[config.mk]
export PLATFORM = sky130hd
export DESIGN_NAME = stopwatch_ctrl
export DESIGN_NICKNAME = d
export VERILOG_FILES = /design/src/rtl/stopwatch_ctrl.sv
export SDC_FILE = /design/constraint.sdc
export NUM_CORES = 1
export LEC_CHECK = 0
export ABC_AREA = 1
export CAP_MARGIN = 15
export CORE_MARGIN = 1
export CORE_UTILIZATION = 35
export DETAILED_ROUTE_END_ITERATION = 10
export PLACE_DENSITY_LB_ADDON = 0.15
export SYNTH_ARGS = -nofsm -noshare
export SYNTH_HDL_FRONTEND = slang
export SYNTH_SLANG_ARGS = --single-unit
export TNS_END_PERCENT = 100
[constraint.sdc]
create_clock -name clk_50mhz -period 5.76 [get_ports clk_50mhz]
set_clock_uncertainty 0.2 [all_clocks]
set_input_delay 0.576 -clock clk_50mhz [delete_from_list [all_inputs] [get_ports clk_50mhz]]
set_output_delay 0.576 -clock clk_50mhz [all_outputs]
set_load 0.005 [all_outputs]
[src/rtl/stopwatch_ctrl.sv]
// Stopwatch control: button debouncers, 100 Hz tick edge detector,
// IDLE/RUN/LAP/PAUSE sequencer and a 6-digit BCD MM:SS.cc time-base.
module stopwatch_ctrl #(
    parameter int DEB_CYCLES = 500000,
    parameter int TICK_SYNC  = 2
) (
    input  logic        clk_50mhz,
    input  logic        rst,
    input  logic        clk_100hz,
    input  logic        btn_start_stop,
    input  logic        btn_lap,
    input  logic        btn_clear,
    output logic [23:0] disp_bcd,
    output logic        running,
    output logic        lap_active,
    output logic        overflow,
    output logic [1:0]  state
);

    typedef enum logic [1:0] {
        IDLE  = 2'd0,
        RUN   = 2'd1,
        LAP   = 2'd2,
        PAUSE = 2'd3
    } state_t;

    localparam int CW = (DEB_CYCLES > 1) ? $clog2(DEB_CYCLES) : 1;
    localparam logic [CW-1:0] DEB_LAST = CW'(DEB_CYCLES - 1);
    localparam int BLAP = 0;
    localparam int BSS  = 1;
    localparam int BCLR = 2;

    logic [TICK_SYNC-1:0] tsync_q;
    logic                 tprev_q;
    logic                 tick;

    logic [2:0]    btn_raw;
    logic [2:0]    bmeta_q;
    logic [2:0]    bsync_q;
    logic [2:0]    stable_q;
    logic [2:0]    press_q;
    logic [CW-1:0] dcnt_q [3];

    logic ev_clr;
    logic ev_ss;
    logic ev_lap;

    state_t      state_q;
    logic [23:0] cnt_q;
    logic [23:0] cnt_d;
    logic [23:0] inc_v;
    logic [23:0] lap_q;
    logic [23:0] disp_q;
    logic        run_q;
    logic        lapa_q;
    logic        ovf_q;
    logic        ovf_d;
    logic        wrap;
    logic        cnt_en;
    logic        clr_act;

    // The 100 Hz wave is only ever sampled as data in the fast domain.
    always_ff @(posedge clk_50mhz or posedge rst) begin
        if (rst) begin
            tsync_q <= '0;
            tprev_q <= 1'b0;
        end else begin
            tsync_q <= {tsync_q[TICK_SYNC-2:0], clk_100hz};
            tprev_q <= tsync_q[TICK_SYNC-1];
        end
    end

    assign tick = tsync_q[TICK_SYNC-1] & ~tprev_q;

    assign btn_raw = {btn_clear, btn_start_stop, btn_lap};

    always_ff @(posedge clk_50mhz or posedge rst) begin
        if (rst) begin
            bmeta_q  <= '0;
            bsync_q  <= '0;
            stable_q <= '0;
            press_q  <= '0;
            for (int i = 0; i < 3; i++) begin
                dcnt_q[i] <= '0;
            end
        end else begin
            bmeta_q <= btn_raw;
            bsync_q <= bmeta_q;
            for (int i = 0; i < 3; i++) begin
                press_q[i] <= 1'b0;
                if (bsync_q[i] != stable_q[i]) begin
                    if (dcnt_q[i] == DEB_LAST) begin
                        stable_q[i] <= bsync_q[i];
                        dcnt_q[i]   <= '0;
                        press_q[i]  <= bsync_q[i];
                    end else begin
                        dcnt_q[i] <= dcnt_q[i] + CW'(1);
                    end
                end else begin
                    dcnt_q[i] <= '0;
                end
            end
        end
    end

    // Only the highest-priority event of a cycle survives.
    assign ev_clr = press_q[BCLR];
    assign ev_ss  = press_q[BSS] & ~press_q[BCLR];
    assign ev_lap = press_q[BLAP] & ~press_q[BSS] & ~press_q[BCLR];

    function automatic logic [24:0] bcd_inc(input logic [23:0] v);
        logic [23:0] r;
        logic        c;
        logic [3:0]  d;
        logic [3:0]  lim;
        r = v;
        c = 1'b1;
        for (int i = 0; i < 6; i++) begin
            lim = (i == 3 || i == 5) ? 4'd5 : 4'd9;
            d   = v[4*i +: 4];
            if (c) begin
                if (d == lim) begin
                    r[4*i +: 4] = 4'd0;
                end else begin
                    r[4*i +: 4] = d + 4'd1;
                    c = 1'b0;
                end
            end
        end
        return {c, r};
    endfunction

    always_comb begin
        {wrap, inc_v} = bcd_inc(cnt_q);
        cnt_en  = tick && (state_q == RUN || state_q == LAP);
        clr_act = ev_clr && (state_q == PAUSE);
        cnt_d   = cnt_q;
        ovf_d   = ovf_q;
        if (clr_act) begin
            cnt_d = '0;
            ovf_d = 1'b0;
        end else if (cnt_en) begin
            cnt_d = inc_v;
            ovf_d = ovf_q | wrap;
        end
    end

    always_ff @(posedge clk_50mhz or posedge rst) begin
        if (rst) begin
            cnt_q <= '0;
            ovf_q <= 1'b0;
        end else begin
            cnt_q <= cnt_d;
            ovf_q <= ovf_d;
        end
    end

    always_ff @(posedge clk_50mhz or posedge rst) begin
        if (rst) begin
            state_q <= IDLE;
            run_q   <= 1'b0;
            lapa_q  <= 1'b0;
            lap_q   <= '0;
            disp_q  <= '0;
        end else begin
            disp_q <= (state_q == LAP) ? lap_q : cnt_q;
            unique case (state_q)
                IDLE: begin
                    if (ev_ss) begin
                        state_q <= RUN;
                        run_q   <= 1'b1;
                    end
                end
                RUN: begin
                    if (ev_ss) begin
                        state_q <= PAUSE;
                        run_q   <= 1'b0;
                    end else if (ev_lap) begin
                        state_q <= LAP;
                        lapa_q  <= 1'b1;
                        lap_q   <= cnt_q;
                    end
                end
                LAP: begin
                    if (ev_ss) begin
                        state_q <= PAUSE;
                        run_q   <= 1'b0;
                        lapa_q  <= 1'b0;
                    end else if (ev_lap) begin
                        state_q <= RUN;
                        lapa_q  <= 1'b0;
                    end
                end
                PAUSE: begin
                    if (ev_ss) begin
                        state_q <= RUN;
                        run_q   <= 1'b1;
                    end else if (ev_clr) begin
                        state_q <= IDLE;
                    end
                end
            endcase
        end
    end

    assign disp_bcd   = disp_q;
    assign running    = run_q;
    assign lap_active = lapa_q;
    assign overflow   = ovf_q;
    assign state      = state_q;

endmodule

==> Word-level counts from Yosys, hierarchy flattened <==
Cells that the tools add are included.
{ "word_totals": {"latchBits": 0, "wordCells": 144, "in_bits": 6, "regBits": 149, "mem_bits_rw": 0, "out_inout_bits": 29, "memories": 0, "rom_bits": 0} }
{ "classes": {"addsub": 9, "order_cmp": 0, "n_div": 0, "eq_ne": 23, "multipliers": 0, "n_mux": 55, "reduce_logical": 25, "bitwise_logic": 9, "shift": 0} }
{ "op_table": {"columns": ["cell", "n"], "rows": [
  ["$mux 19", 6],
  ["$mux 24", 3],
  ["$add 19x1->19 const B", 3],
  ["$eq 19x19->1 const B", 3],
  ["$mux 4", 11],
  ["$mux 1", 25],
  ["$add 4x1->4 const B", 6],
  ["$reduce_and 2->1", 9],
  ["$eq 4x4->1 const B", 4],
  ["$mux 2", 7],
  ["$reduce_bool 2->1", 7],
  ["$ne 3x3->1 const B", 3],
  ["$eq 4x3->1 const B", 2],
  ["$pmux 2 s4", 1],
  ["$reduce_and 4->1", 2],
  ["$ne 2x2->1 const B", 3],
  ["$and 1x1->1", 4],
  ["$eq 2x2->1 const B", 2],
  ["$ne 2x1->1 const B", 2],
  ["$not 1->1", 4],
  ["$pmux 1 s2", 2],
  ["$reduce_or 2->1", 2],
  ["$ne 1x1->1", 3],
  ["$reduce_and 3->1", 1],
  ["5 further kinds", 6]
]} }

==> Longest topological paths before layout <==
Gate-level depths: netlist of run 1.
{ "depth": {"depth_word": 10, "depth_mapped": 10, "ltp_nobuf": 10} }

==> Least setup slack after synthesis of run 1 <==
OpenSTA, ideal clock, no wires.
{ "synth_path": {"path_kind": "register to register", "start": "register state_q[0] (netlist: state[0])", "end": "register cnt_q[18]", "required_ps": 5439, "stages_incl_launch_ff": 10, "setup_ps": 121, "path_slack_ps": 3906, "period_less_slack_ps": 1854, "t_arrival_ps": 1533, "n_path_buf": 0, "path_cell_list": "dfrtp_1 -> inv_1 -> ha_1 -> nand2_1 -> nor2_1 -> nand3_1 -> nand2_2 -> nand3_2 -> nand2_1 -> o21ai_1"} }
{ "synth_between": {"elab_chain_cells": 5, "word_cells_on_any_way": 10, "cone_classes": "eq/ne (3); mux (1); reduce/logical (6)"} }
{ "synth_lines": {"columns": ["element", "line_no", "rtl"], "rows": [
  ["start, declared", "48", "state_t state_q;"],
  ["start signal, assigned", "160", "state_q <= IDLE;"],
  ["start signal, assigned", "170", "state_q <= RUN;"],
  ["start signal, assigned", "176", "state_q <= PAUSE;"],
  ["$eq 2x1->1 or $eq 2x2->1 (tied branches)", "135", "cnt_en = tick && (state_q == RUN || state_q == LAP);"],
  ["$logic_or 1x1->1", "135", null],
  ["$logic_and 1x1->1", "135", null],
  ["$reduce_bool 2->1 (no line)", null, null],
  ["$reduce_and 2->1 (no line)", null, null],
  ["end signal, assigned", "153", "cnt_q <= cnt_d;"],
  ["end, declared", "49", "logic [23:0] cnt_q;"]
]} }
Parallel ways exist; a longest one is shown, timed or not.
A chain may end at the register's enable or synchronous reset.

==> Worst setup path after layout of run 1 <==
{ "layout_path": {"start": "register state_q[1] (netlist: state[1])", "end": "register lap_q[14]"} }
{ "layout_between": {"elab_chain_cells": 2} }
{ "layout_lines": {"columns": ["element", "line_no", "rtl"], "rows": [
  ["$eq 2x1->1", "167", "unique case (state_q)"],
  ["$reduce_and 3->1 (no line)", null, null],
  ["end signal, assigned", "181", "lap_q <= cnt_q;"],
  ["end, declared", "52", "logic [23:0] lap_q;"]
]} }
Every way passes these cells.

==> results of run 1 <==
power breakdown:
group	switching (mW)	internal (mW)
Clock	0.492	0.659
Combinational	0.0353	0.0116
Sequential	0.00686	1.05
metrics by stage:
stage	power (mW)	cell area, um^2	utilization (%)	worst slack, ns	hold slack [ns]
final	2.259	8757	41.66	3.459	0.1511
after floorplan	1.112	7496	-	0.9760	0.1312
after CTS	2.301	8750	41.62	3.389	0.1527
after global routing	2.345	8757	41.66	3.226	0.1610
after global placement	1.130	8139	38.72	3.436	0.1335
after detailed placement	1.130	8139	38.72	3.397	0.1357
kinds of logic (layout without fill, tap and decap cells):
logic type / after synthesis / in the layout / share of synthesized area [%]
mux: 2 / 2 / 0.3004
fa+ha+maj: 20 / 20 / 3.338
compound gates: 97 / 97 / 7.645
simple gates: 478 / 478 / 29.58
buf+inv: 110 / 165 / 5.775
xor+xnor: 31 / 31 / 3.622
flops: 149 / 149 / 49.74
area by class of cell:
class                      count  area [um^2]  area share [%]
clock inverter                15        185.2           2.115
tap                          275        344.1           3.929
inverter                      95        361.6           4.129
timing repair buffer          38        370.4           4.229
clock buffer                  17        425.4           4.858
multi-input combinational    628         3342           38.16
sequential                   149         3729           42.58
cell usage after synthesis, drive strengths merged:
| master | count | share of area (%) |
|---|---|---|
| a211oi | 2 | 0.20 |
| a21oi | 20 | 1.4 |
| a31oi | 3 | 0.25 |
| buf | 7 | 0.62 |
| clkbuf | 8 | 0.40 |
| clkinv | 2 | 0.10 |
| dfrtp | 149 | 50 |
| ha | 20 | 3.3 |
| inv | 93 | 4.7 |
| mux2 | 2 | 0.30 |
| nand2 | 213 | 11 |
| nand3 | 71 | 5.5 |
| nand3b | 2 | 0.20 |
| nand4 | 13 | 1.1 |
| nor2 | 154 | 9.0 |
| nor3 | 16 | 1.4 |
| nor3b | 8 | 0.87 |
| o2111ai | 1 | 0.12 |
| o211ai | 1 | 0.10 |
| o21a | 20 | 2.0 |
| o21ai | 46 | 3.1 |
| o21bai | 2 | 0.35 |
| o22ai | 2 | 0.17 |
| or2 | 1 | 0.084 |
| xnor2 | 3 | 0.35 |
| xor2 | 28 | 3.3 |
per-layer routing:
layer	up-vias	wire, um
met1	2577	7692
met2	65	6690
met5	-	0
li1	2928	-
met4	0	168
met3	15	441
sequential cells by signal (all words and copies together) (netlist names):
signal      count
bsync_q         3
bmeta_q         3
tsync_q         2
running         1
disp_bcd       24
cnt_q          24
lap_active      1
dcnt_q         57
state           2
press_q         3
tprev_q         1
lap_q          24
overflow        1
stable_q        3
worst min-delay path by stage:
stage / cells after the start / end / startpoint
2_1_floorplan: 0 / bsync_q[0]$_DFF_PP0_ / bmeta_q[0]$_DFF_PP0_
3_3_place_gp: 0 / bsync_q[0]$_DFF_PP0_ / bmeta_q[0]$_DFF_PP0_
3_5_place_dp: 0 / bsync_q[2]$_DFF_PP0_ / bmeta_q[2]$_DFF_PP0_
4_1_cts: 0 / bsync_q[1]$_DFF_PP0_ / bmeta_q[1]$_DFF_PP0_
5_1_grt: 0 / bsync_q[1]$_DFF_PP0_ / bmeta_q[1]$_DFF_PP0_
6_report: 0 / bsync_q[1]$_DFF_PP0_ / bmeta_q[1]$_DFF_PP0_
==> run metrics, run 1 <==
Synth cell types 41; CTS-repair resized insts 0; die width 148.3 um; CP dominant cell by count inv_1; worst r2r src state[1]$_DFFE_PP0P_; GR Util All Layers 15.13%; postcts setup bufs 0; Setup CP Type flop to flop; endpoints failing setup 0; worst skew pair latency 0.42 ns; Slowest cell on crit path nor2_4; CP Depth 5; most frequent cells in the layout nand2_1 (195), dfrtp_1 (149), nor2_1 (133), inv_1 (90), nand3_1 (62); H-tree depth 4; Worst R2R End lap_q[14]$_DFFE_PP0P_; Rows 53; CP bufs+invs 2; status finished, final reports clean; Reg2Reg Depth 5; initial drt markers 272; final std cells w/o fill 1217; Total Routed Length 14990 um; Tcrit/Tclk final 39.96%; Mapped Area 7496 um^2; required time of the critical path 5.87 ns; clock tree sinks 149; # diodes 0; drt pass-1 iters 4; initial antenna violation count 0; CP peak stage delay 0.75 ns; met3 Resource Use GR 3.773%; hpwl dp 10400 um; Core ar. 21020 um^2; Post-Place Cells 1184; Max VDD drop 0.2005 mV; Fillers 2099; layout cells sized above 1 10.30%; worst setup path startpoint state[1]$_DFFE_PP0P_; via count of the first global-routing pass 5457; minimum clock period 2.302 ns; delay-heaviest family, CP simple AND/OR/NAND/NOR gates; Port Buffer Count 34; area overhead of the layout relative to synthesis 16.83%; Worst Hold Class flop to flop; Startpoint Class flop; antenna-violating nets left 0; Hold Fails Final Rpt 0; largest net degree at the start of global routing 66; GP Congestion 0.8119; GR Layer Usage met2 23.33%; Worst Max-Slew Pin Slew 1.064 ns; Crit. End Element flop; Die Y 148.3 um; crit path DAT 2.42 ns; # nets final 955; reg2reg setup slack 3.46 ns; grt peak-use layer met2; Die Area 22010 um^2; # IOs 35; Setup crit end lap_q[14]$_DFFE_PP0P_; Clock Tree Buf Depth 2; Hold-fix buffers, CTS 0; RSZ-0062 raised after global routing no; GR Overflow Total 0; most common cell after layout, fill and taps aside nand2_1; max frequency 434.5 MHz; first-pass GRT wire length 26420 um; Setup TNS 0 ns; Synth Register Bits 149; yosys warns 0; via/cell ratio 4.589; max-cap violation count 0; clock root buffer clkbuf_16; Mapped Cells 887; fin. max-slew vios 0; Clk pin slew, worst setup/hold paths 0.07 ns; DR WL/cell 12.32 um; Leakage 3.851 nW; register area share after synthesis 49.74%; CTS tree built; Avg Inst Size Synth 8.451 um^2; CTS Buf Count 17; met1 global-route usage 20.62%; crit path max fanout 47; total number of vias 5585; Slew Limit Headroom 28.53%; worst-path cell chain inv_1 > ha_1 > inv_1 > nor2_4 > mux2_2; DRC errors left 0; PD cells 257.9 nW/um^2; Initial Util 35.66%; Mapped Nets 913
Note: power is estimated with default switching activity, not from simulation.
==> inputs of run 2 (changes only) <==
clock period = 2.2 ns   (was 5.76 ns; I/O delays follow)
==> run metrics, run 2 (synthesis gave the netlist of run 1 again) <==
status finished, final reports clean; crit path DAT 2.04 ns; worst r2r src state[0]$_DFFE_PP0P_; max FFs per register 57; Worst Hold Class primary input to async pin; # IOs 35; Fin Hold WS 0.005357 ns; Logic pwr share 2.5%; total number of vias 5716; Fillers 2134; postcts setup bufs 0; H-tree depth 4; area overhead of the layout relative to synthesis 19.20%; die width 148.3 um; GR Util All Layers 15.20%; initial antenna violation count 0; Worst Max-Slew Pin Slew 0.6206 ns; Sw Share 22.42%; register area 3729 um^2; DRC errors left 0; largest net degree at the start of global routing 33; Slowest cell on crit path dfrtp_1; Port Buffer Count 34; layout cells sized above 1 11.52%; crit path max fanout 9; Pint 4.560 mW; Post-Place Cells 1199; hpwl dp 11280 um; drt pass-1 iters 4; GP Congestion 0.8147; Setup CP Type flop to flop; post-placement cell area 8338 um^2; Rows 53; CP peak stage delay 0.34 ns; # nets final 969; endpoints failing setup 0; PD cells 657.9 nW/um^2; final std cells w/o fill 1230; CTS-repair resized insts 0; first-pass GRT wire length 26700 um; clock tree sinks 149; worst skew pair latency 0.42 ns; GR Overflow Total 0; Die Y 148.3 um; Setup TNS 0 ns; max-cap violation count 0; # diodes 0; Startpoint Class flop; clock root buffer clkbuf_16; Reg2Reg Depth 9; Psw 1.318 mW; Crit. End Element flop; Hold-fix buffers, CTS 0; Die Area 22010 um^2; reg2reg setup slack 0.27 ns; RSZ-0062 raised after global routing no; worst-path cell chain inv_1 > ha_1 > nand2_1 > nor2_1 > nand3_1 > nand2_2 > nand3_2 > nand2_1 > o21ai_1; via/cell ratio 4.647; Reg power frac 47.3%; Tcrit/Tclk final 87.91%; setup slack after layout 0.2659 ns; Worst R2R End cnt_q[16]$_DFFE_PP0P_; Largest Register dcnt_q; Leakage 3.938 nW; Clk pin slew, worst setup/hold paths 0.06 ns; fin area 8935 um^2; antenna-violating nets left 0; fin. max-slew vios 0; required time of the critical path 2.31 ns; area of the multi-input gates 3342 um^2; most common cell after layout, fill and taps aside nand2_1; most frequent cells in the layout nand2_1 (195), dfrtp_1 (149), nor2_1 (133), inv_1 (90), nand3_1 (62); Clock Tree Buf Depth 2; Initial Util 35.66%; max frequency 517.0 MHz; Slew Limit Headroom 58.33%; minimum clock period 1.934 ns; Core ar. 21020 um^2; via count of the first global-routing pass 5509; CP dominant cell by count nand2_1; DR WL/cell 12.45 um; CTS tree built; Total Routed Length 15310 um; Hold Fails Final Rpt 0; initial drt markers 243; Max VDD drop 0.5241 mV; clock share of power 50.2%; CTS Buf Count 17; Post-Place Worst Slack 0.2411 ns
## run 2: changes by cell type in the layout (fill, tap and decap cells not counted)
cell and change:
inv_8 -1, buf_4 +7, clkinvlp_4 +2, buf_12 +7, inv_6 -5, clkinv_2 +1, clkinv_8 -1, clkbuf_8 +2
clkinv_4 +1
## run 2: through the flow
step / utilization, % / power (mW)
finish: 42.50 / 5.878
global route: 42.50 / 6.100
CTS: 42.50 / 5.986
detailed placement: 39.66 / 2.989
global placement: 39.66 / 2.987
floorplan: - / 2.913
## run 2: power by group through the flow
| stage | Clock (mW) | Sequential, mW | Combinational, mW |
|---|---|---|---|
| CTS | 3.05 | 2.78 | 0.158 |
| floorplan | 0 | 2.83 | 0.0856 |
| finish | 2.95 | 2.78 | 0.150 |
| global route | 3.14 | 2.78 | 0.174 |
| detailed placement | 0 | 2.83 | 0.158 |
| global placement | 0 | 2.83 | 0.157 |
## run 2: area by class of cell
cell class	instances	share of cell area [%]
clock inverter	12	1.610
timing repair buffer	52	6.302
clock buffer	19	5.069
inverter	95	4.033
tap	275	3.851
sequential	149	41.73
multi-input combinational	628	37.40
## run 2: critical path, delay by kind of cell (launching register included)
| family | cells | cell delay [ns] |
|---|---|---|
| AO/OA/AOI/OAI | 1 | 0.06 |
| adder cells (fa/ha/maj) | 1 | 0.33 |
| AND/OR/NAND/NOR | 6 | 0.82 |
| flip-flops | 1 | 0.34 |
| buffers and inverters | 1 | 0.09 |
## run 2: worst max path at each step
stage	endpoint	depth (start not counted)	from	slack, ns
after global routing	cnt_q[14]$_DFFE_PP0P_	9	state[0]$_DFFE_PP0P_	0.05
after detailed placement	cnt_q[15]$_DFFE_PP0P_	9	state[0]$_DFFE_PP0P_	0.24
final	cnt_q[16]$_DFFE_PP0P_	9	state[0]$_DFFE_PP0P_	0.27
after CTS	cnt_q[15]$_DFFE_PP0P_	9	state[0]$_DFFE_PP0P_	0.24
after floorplan	bmeta_q[0]$_DFF_PP0_	1	rst	-0.09
after global placement	cnt_q[16]$_DFFE_PP0P_	9	state[0]$_DFFE_PP0P_	0.27
## run 2: per-layer routing
layer	up-vias	global-route usage, %	wire length, um
met5	-	0	0
met2	52	23.33	6885
met1	2701	20.98	7872
li1	2953	-	-
met3	10	3.558	394
met4	0	5.258	159
